$ cat config.mk
export PLATFORM = sky130hd
export DESIGN_NAME = multicycle_adder
export DESIGN_NICKNAME = d
export VERILOG_FILES = /design/src/rtl/multicycle_adder.sv
export SDC_FILE = /design/constraint.sdc
export NUM_CORES = 1
export LEC_CHECK = 0
export ABC_CLOCK_PERIOD_IN_PS = 11400
export CAP_MARGIN = 20
export CORE_UTILIZATION = 40
export CTS_CLUSTER_DIAMETER = 200
export CTS_CLUSTER_SIZE = 16
export DETAILED_ROUTE_END_ITERATION = 16
export PLACE_DENSITY = 0.64
export SETUP_SLACK_MARGIN = 0.3
export SYNTH_ARGS = -nofsm -noshare
export SYNTH_HDL_FRONTEND = slang
export SYNTH_SLANG_ARGS = --single-unit
$ cat constraint.sdc
create_clock -name clk -period 11.4 [get_ports clk]
set_clock_uncertainty 0.15 [all_clocks]
set_input_delay 2.28 -clock clk [delete_from_list [all_inputs] [get_ports clk]]
set_output_delay 2.28 -clock clk [all_outputs]
set_load 0.005 [all_outputs]
$ cat src/rtl/multicycle_adder.sv
// Chunk-serial adder/subtractor: adds CHUNK bits per clock, LSB chunk first,
// with a valid/ready handshake on both sides and a held result in DONE.
module multicycle_adder #(
  parameter int WIDTH = 64,
  parameter int CHUNK = 8
) (
  input  logic             clk,
  input  logic             rst_n,
  input  logic             in_valid,
  output logic             in_ready,
  input  logic [WIDTH-1:0] a,
  input  logic [WIDTH-1:0] b,
  input  logic             cin,
  input  logic             sub,
  output logic             out_valid,
  input  logic             out_ready,
  output logic [WIDTH-1:0] sum,
  output logic             cout,
  output logic             ovf
);

  localparam int NCHUNK = WIDTH / CHUNK;
  localparam int CW     = (NCHUNK > 1) ? $clog2(NCHUNK) : 1;
  localparam int BW     = (WIDTH > 1) ? $clog2(WIDTH) : 1;
  localparam logic [CW-1:0] LAST = CW'(NCHUNK - 1);

  if (WIDTH % CHUNK != 0) begin : g_bad_chunk
    $error("multicycle_adder: WIDTH must be a multiple of CHUNK");
  end

  typedef enum logic [1:0] {IDLE, BUSY, DONE} state_t;

  state_t           state_q, state_d;
  logic [WIDTH-1:0] a_q, a_d;
  logic [WIDTH-1:0] b_q, b_d;
  logic [WIDTH-1:0] work_q, work_d;
  logic [WIDTH-1:0] sum_q, sum_d;
  logic             carry_q, carry_d;
  logic             cout_q, cout_d;
  logic             ovf_q, ovf_d;
  logic [CW-1:0]    cnt_q, cnt_d;

  logic [BW-1:0]    base;
  logic [CHUNK-1:0] a_chunk, b_chunk, s_chunk;
  logic             c_chunk;

  // One CHUNK-wide slice of the ripple, selected by the chunk counter.
  always_comb begin
    base    = BW'(int'(cnt_q) * CHUNK);
    a_chunk = a_q[base +: CHUNK];
    b_chunk = b_q[base +: CHUNK];
    {c_chunk, s_chunk} = {1'b0, a_chunk} + {1'b0, b_chunk} + {{CHUNK{1'b0}}, carry_q};
  end

  always_comb begin
    state_d = state_q;
    a_d     = a_q;
    b_d     = b_q;
    work_d  = work_q;
    sum_d   = sum_q;
    carry_d = carry_q;
    cout_d  = cout_q;
    ovf_d   = ovf_q;
    cnt_d   = cnt_q;
    unique case (state_q)
      IDLE: begin
        if (in_valid) begin
          // Subtraction is A + ~B + ~borrow; inverting B here keeps the datapath an adder.
          a_d     = a;
          b_d     = b ^ {WIDTH{sub}};
          carry_d = cin ^ sub;
          cnt_d   = '0;
          work_d  = '0;
          state_d = BUSY;
        end
      end
      BUSY: begin
        work_d[base +: CHUNK] = s_chunk;
        carry_d = c_chunk;
        if (cnt_q == LAST) begin
          sum_d   = work_d;
          cout_d  = c_chunk;
          ovf_d   = (a_q[WIDTH-1] == b_q[WIDTH-1]) && (work_d[WIDTH-1] != a_q[WIDTH-1]);
          state_d = DONE;
        end else begin
          cnt_d = cnt_q + 1'b1;
        end
      end
      DONE: begin
        if (out_ready) state_d = IDLE;
      end
      default: state_d = IDLE;
    endcase
  end

  always_ff @(posedge clk) begin
    if (!rst_n) begin
      state_q <= IDLE;
      a_q     <= '0;
      b_q     <= '0;
      work_q  <= '0;
      sum_q   <= '0;
      carry_q <= 1'b0;
      cout_q  <= 1'b0;
      ovf_q   <= 1'b0;
      cnt_q   <= '0;
    end else begin
      state_q <= state_d;
      a_q     <= a_d;
      b_q     <= b_d;
      work_q  <= work_d;
      sum_q   <= sum_d;
      carry_q <= carry_d;
      cout_q  <= cout_d;
      ovf_q   <= ovf_d;
      cnt_q   <= cnt_d;
    end
  end

  assign in_ready  = (state_q == IDLE);
  assign out_valid = (state_q == DONE);
  assign sum       = sum_q;
  assign cout      = cout_q;
  assign ovf       = ovf_q;

endmodule

==> summary.md, run 1 <==
| Metric | Value |
|---|---|
| Status | complete, no violations |
| Final cycle utilization of the critical path | 0.416 |
| Critical Path Source Type | input pin |
| TNS Setup | 0 ns |
| H-tree lvl count | 1 |
| CTS tree | yes |
| Clock-pin slew on the worst setup and hold paths | roughly 0.070 ns |
| Fin cells | roughly 1900 |
| CTS root buffer | clkbuf_16 |
| Worst R2R Path Depth | 12 |
| Crit path kind | input pin to flop |
| CP arrival | 4.98 ns |
| Hold-fix buffer count after cts | 0 |
| Syn Area/Cell | approximately 8.5 sq um |
| Via/cell ratio | 5.39 |
| Sequential fraction of the synthesis area | 0.448 |
| Synth Cell Area | 11800 sq um |
| Fin. Hold Viols | 0 |
| Chip width | 174 um |
| Pleak | roughly 5 nW |
| Net Count, Synth | between 1500 and 2000 |
| GR Util All Layers | 0.216 |
| DRT Pass-1 Iters | 5 |
| CTS Buf Count | 20 |
| Initial antenna violation count | 0 |
| Post-CTS Setup Bufs | 0 |
| Max rail drop VDD | between 0.08 and 0.09 mV |
| Final setup vio count | 0 |
| Inserted Diodes | 0 |
| First-pass GRT wire length | 52800 um |
| Worst Path Required | about 12 ns |
| Min-delay worst type | flop to flop |
| Yosys top cell area share | 0.448 |
| Nets | roughly 1600 |
| Num Clock Sinks | about 260 |
| Antenna viol nets, final | 0 |
| Area Overhead vs Synth | 22.7% |
| Die area | between 30000 and 40000 sq um |
| Yosys warns | 0 |
| Slowest CP cell | buf_4 |
| Fillers | 2800 |
| Grt ovf | 0 |
| Multi-input gate area | around 6000 sq um |
| Pre-CTS setup slack | 6.27 ns |
| Worst slew pin tran | around 1.2 ns |
| Leading area contributor after synthesis | dfxtp_1 |
| Remaining routing DRC violations | 0 |
| Drt wl/cell | around 17 um |
| Via count | slightly above 10000 |
| EDFF count, synth | 0 |
| Hpwl dp | between 20000 and 25000 um |
| Vias in the first global route | just under 10000 |
| CP Cell Sequence | clkdlybuf4s50_1 > and2_4 > buf_4 > nor2_1 > a211oi_1 |
| Largest net degree at the start of global routing | ~130 |
| PD cells | roughly 140 nW/um^2 |
| Top cells by area, synth | dfxtp_1 45%, nand2_1 7.9%, a21oi_1 6.8%, mux4_2 6.1%, nor2_1 5.2% |
| RSZ-0062 raised after global routing | false |
| CTS Buffer Depth | 3 |
| Fin. max-slew vios | 0 |
| Final min period | 4.74 ns |
| Worst Hold Depth | 2 |
| # IOs | approximately 200 |
| Cell total after placement | 1859 |
| Die height | between 150 and 200 um |
| Max FO, Critical Path | a little under 100 |
| Register area | between 5000 and 6000 sq um |
| # rows | 62 |
| Count of different cell masters after synthesis | 61 |
| Post-CTS Resized | 0 |
| Register bit total from synthesis | roughly 260 |
| Initial Utilization | 0.409 |
| GPL Wtd Cong | ~0.84 |
| WL final | around 33000 um |
| MaxCap Viol Count | 0 |
| CORE AREA | 28900 sq um |
| Final WS setup | approximately 6.7 ns |
| Ratio of cells with drive above 1 in the final layout | 0.0640 |
| DRT iter0 DRCs | just under 1000 |
| Main flop type after synthesis | dfxtp_1 |
| Gate Count Post-Synth | approximately 1400 |
| Relative slew slack | 0.222 |
| Clk_lat worst skew | between 0.5 and 0.6 ns |
| PortBufs | roughly 200 |
| Max incr delay on CP | 0.84 ns |
| Final Power | a little under 0.002 W |
| Crit path capture type | flop |
| Ys async rst share | 0 |
| Peak Freq | roughly 0.21 GHz |
cell families after synthesis:
family / after synthesis / synth area share
and+or+nand+nor: 494 / 0.176
DFF: 264 / 0.448
muxes: 33 / 0.0622
adders and majority gates: 13 / 0.0150
xor gates and xnor gates: 69 / 0.0512
AOI/OAI and AO/OA: 378 / 0.200
buffers and inverters: 133 / 0.0477
worst max-delay path, delay by kind of cell:
kind | cells | cell delay (ns)
and+or+nand+nor | 2 | 0.90
buffers and inverters | 2 | 1.39
AOI/OAI and AO/OA | 1 | 0.32
worst paths after layout:
check,start,end,slack [ns]
worst min-delay path,sum[41],sum[41],0.30
worst max register to register,cnt_q[0],work_q[4],6.92
worst max-delay path,in_valid,b_q[16],6.66
worst min register to register,sum[41],sum[41],0.30
routing by layer:
metal  vias up  wire length (um)  GRT usage
met5         -                 0          0
met4         0               505     0.0486
met2       302             15600      0.356
met1      4762             15200      0.298
li1       5057                 -          -
met3        34              1690     0.0298
stage by stage:
step                      instance area (sq um)   util  hold slack (ns)
final                                     14500  0.502            0.300
after global routing                      14500  0.502            0.320
after CTS                                 14400  0.501            0.304
after detailed placement                  13900  0.482            0.295
after global placement                    13900  0.482            0.290
after floorplan                           11800      -            0.283
power breakdown:
group / leakage [nW] / internal (W) / switching [W]
Combinational: 2.60 / 0.000139 / 0.000202
Sequential: 2.15 / 0.000959 / 0.0000198
Clock: 0.263 / 0.000327 / 0.000317
Yosys cell counts, types with 2 or more instances:
cell type and n:
dfxtp_1 264, nand2_1 248, nor2_1 162, a21oi_1 161
clkbuf_1 79, a211oi_1 74, xnor2_1 67, o21ai_0 39
buf_2 36, nand3_1 33, mux4_2 32, a22oi_1 28
a32oi_1 14, nor3_1 13, o211ai_1 12, ha_1 11
o31ai_1 11, o21ai_1 9, a311oi_1 8, inv_1 8
and3_1 6, buf_1 5, and2_1 4, o32ai_1 4
a21o_1 3, a2bb2oi_1 3, buf_4 3, nand2b_1 3
nor2b_1 3, a31oi_1 2, fa_1 2, nand3b_1 2
nand4b_1 2, nor2_2 2, nor3b_1 2, o22ai_1 2
or2_2 2, xor2_1 2
flip-flops by register name, indices dropped and copies added, names as in the netlist:
signal	count
a_q	64
b_q	64
cout	1
sum	64
ovf	1
work_q	64
cnt_q	3
state_q	2
carry_q	1
placed cells by master (no fill, tap or decap), types with 3 or more instances in the layout:
master,Yosys,routed
a2bb2oi_1,3,3
a21oi_1,161,161
ha_1,11,11
a21o_1,3,3
o211ai_1,12,12
nand2b_1,3,3
o21ai_1,9,9
xnor2_1,67,65
inv_1,8,7
dfxtp_1,264,262
a32oi_1,14,14
a311oi_1,8,8
o32ai_1,4,4
clkbuf_16,0,21
a211oi_1,74,74
a22oi_1,28,28
buf_4,3,14
clkdlybuf4s50_1,0,200
o31ai_1,11,11
nand3_1,33,33
and3_1,6,6
mux4_2,32,32
nor3_1,13,12
o21ai_0,39,39
and2_1,4,3
nand2_1,248,248
nor2_1,162,162
area by class of cell:
| cell class | count | share of cell area |
|---|---|---|
| multi-input cells | 987 | 0.413 |
| flip-flops and latches | 264 | 0.365 |
| repair buffers | 217 | 0.149 |
| clock buffers | 21 | 0.0363 |
| well taps | 384 | 0.0332 |
| inverters | 9 | 0.00268 |
| clock inverters | 1 | 0.000604 |
Power figures use the tool's default switching activity.
==> inputs of run 2 (changes only) <==
ABC_CLOCK_PERIOD_IN_PS = 4150   (was 11400)
PLACE_DENSITY = 0.66   (was 0.64)
clock period = 4.15 ns   (was 11.4 ns; I/O delays follow)
==> summary.md, run 2 (synthesis results as in run 1) <==
| Metric | Value |
|---|---|
| Commonest non-fill, non-tap cells in the layout | 262 x dfxtp_1, 248 x nand2_1, 200 x clkdlybuf4s50_1 |
| Vias in the first global route | 9662 (-1.3%) |
| CTS Buffer Depth | 3 (unchanged) |
| Status | complete, no violations |
| Slowest CP cell | dfxtp_4 |
| Grt ovf | 0 (unchanged) |
| GPL Wtd Cong | 0.849 (+1.3%) |
| Hpwl dp | 23200 um (+6.3%) |
| Final setup vio count | 0 (unchanged) |
| CORE AREA | 28900 sq um (unchanged) |
| Hold-fix buffer count after cts | 0 (unchanged) |
| # rows | 62 (unchanged) |
| Antenna viol nets, final | 0 (unchanged) |
| Initial Utilization | 0.409 (unchanged) |
| Fin. max-slew vios | 0 (unchanged) |
| Final instance area | 14600 sq um (+1.1%) |
| Die height | 174 um (unchanged) |
| CTS root buffer | clkbuf_16 |
| H-tree lvl count | 1 (unchanged) |
| DRT Pass-1 Iters | 5 (unchanged) |
| DRT iter0 DRCs | 966 (+0.42%) |
| Via/cell ratio | 5.44 (+0.95%) |
| WP buf/inv | 3 (+1) |
| Commonest non-fill, non-tap cell in the layout | dfxtp_1 |
| Nets | 1667 (+1.3%) |
| Remaining routing DRC violations | 0 (unchanged) |
| Pleak | 5.11 nW (+1.9%) |
| Hold path startpoint | sum[41] |
| # IOs | 202 (unchanged) |
| Crit path kind | flop to flop |
| Max rail drop VDD | 0.257 mV (+220%) |
| Inserted Diodes | 0 (unchanged) |
| CP arrival | 3.73 ns (-1.25 ns) |
| Worst slew pin tran | 0.892 ns (-0.270 ns) |
| MaxCap Viol Count | 0 (unchanged) |
| Max FO, Critical Path | 22 (-78%) |
| Final cycle utilization of the critical path | 0.839 |
| Worst Path Required | 4.40 ns (-7.24 ns) |
| Critical Path Source Type | flop |
| Die area | 30200 sq um (unchanged) |
| PD cells | 369 nW/um^2 (+170%) |
| Clock-pin slew on the worst setup and hold paths | 0.07 ns (about the same) |
| GR Util All Layers | 0.217 (+0.00122) |
| Critical Path Source | cnt_q[0] |
| RSZ-0062 raised after global routing | false |
| CTS tree | yes |
| First-pass GRT wire length | 53000 um (+0.42%) |
| Largest net degree at the start of global routing | 75 (-40%) |
| TNS Setup | 0 ns (unchanged) |
| Chip width | 174 um (unchanged) |
| Ratio of cells with drive above 1 in the final layout | 0.0750 (+0.0110) |
| Min-delay worst type | flop to flop |
| Final min period | 3.48 ns |
| Drt wl/cell | 17.5 um (about the same) |
| Worst path top cell family by delay | compound AO/OA/AOI/OAI gates |
| Max incr delay on CP | 0.56 ns (-0.28 ns) |
| PortBufs | 201 (unchanged) |
| CTS Buf Count | 20 (unchanged) |
| Fin. Hold Viols | 0 (unchanged) |
| Clk_lat worst skew | 0.51 ns (about the same) |
| Area Overhead vs Synth | 24.0% |
| Peak Freq | between 0.2 and 0.3 GHz |
| Crit path capture type | flop |
| WL final | 33300 um (+1.1%) |
| Initial antenna violation count | 0 (unchanged) |
| Via count | 10400 (+2.1%) |
| CP Cell Sequence | buf_4 > mux4_2 > nand2_1 > and2_1 > inv_1 > ha_1 > a211oi_1 > o21ai_1 > mux2i_2 > buf_4 > a211oi_1 > a211o_1 |
| Num Clock Sinks | 264 (unchanged) |
| Reg2reg start | cnt_q[0] |
| Placed instance area | 14100 sq um (+1.4%) |
| Relative slew slack | 0.404 (+0.182) |
==> run 2: changes by cell type in the layout (fill, tap and decap cells not counted), moves of 2 or more <==
| cell | change |
|---|---|
| buf_4 | +20 |
| buf_12 | +4 |
| buf_8 | -2 |
| xnor2_1 | +2 |
| xnor2_2 | -2 |
==> run 2: report_power, final <==
group	switching (W)	internal, W	leakage (nW)
clock network	0.000876	0.000899	0.263
registers	0.0000679	0.00263	2.15
logic	0.000541	0.000393	2.69
==> run 2: routing by layer <==
| layer | vias up | global-route usage | share of wire |
|---|---|---|---|
| li1 | 5099 | - | - |
| met1 | 4884 | 0.296 | 0.45 |
| met2 | 330 | 0.355 | 0.47 |
| met3 | 53 | 0.0316 | 0.055 |
| met4 | 0 | 0.0636 | 0.027 |
| met5 | - | 0 | 0 |
==> run 2: tightest hold or removal path, stage by stage (launching register included) <==
cell     delay, ns
dfxtp_1       0.31
nand2_1       0.05
a21oi_1       0.05
==> run 2: area by class of cell <==
type                    count  area [sq um]
clock buffers              21           526
inverters                   9          38.8
flip-flops and latches    264          5290
clock inverters             1          8.76
multi-input cells         987          5960
repair buffers            238          2340
well taps                 384           480
fillers                  2787         14200
==> run 2: final timing paths <==
path                   to  cells after the start  slack (ns)
setup / recovery      ovf                     12        0.67
hold reg to reg   sum[41]                      2        0.30
setup reg to reg      ovf                     12        0.67
hold / removal    sum[41]                      2        0.30
==> run 2: through the flow <==
stage               worst slack, ns  total power [W]   util  cells  hold WS (ns)
finish                        0.669          0.00541  0.508   1904         0.300
floorplan                     0.534          0.00332      -   1384         0.283
global route                  0.456          0.00563  0.508   1904         0.318
CTS                           0.468          0.00544  0.507   1904         0.303
global placement              0.535          0.00368  0.489   1882         0.289
detailed placement            0.466          0.00369  0.489   1882         0.293
==> run 2: timing repair <==
item	CTS	global route
buffers inserted	0	0
hold endpoints to repair	0	0
gates resized for setup	0	1
endpoints found under the setup margin	0	3
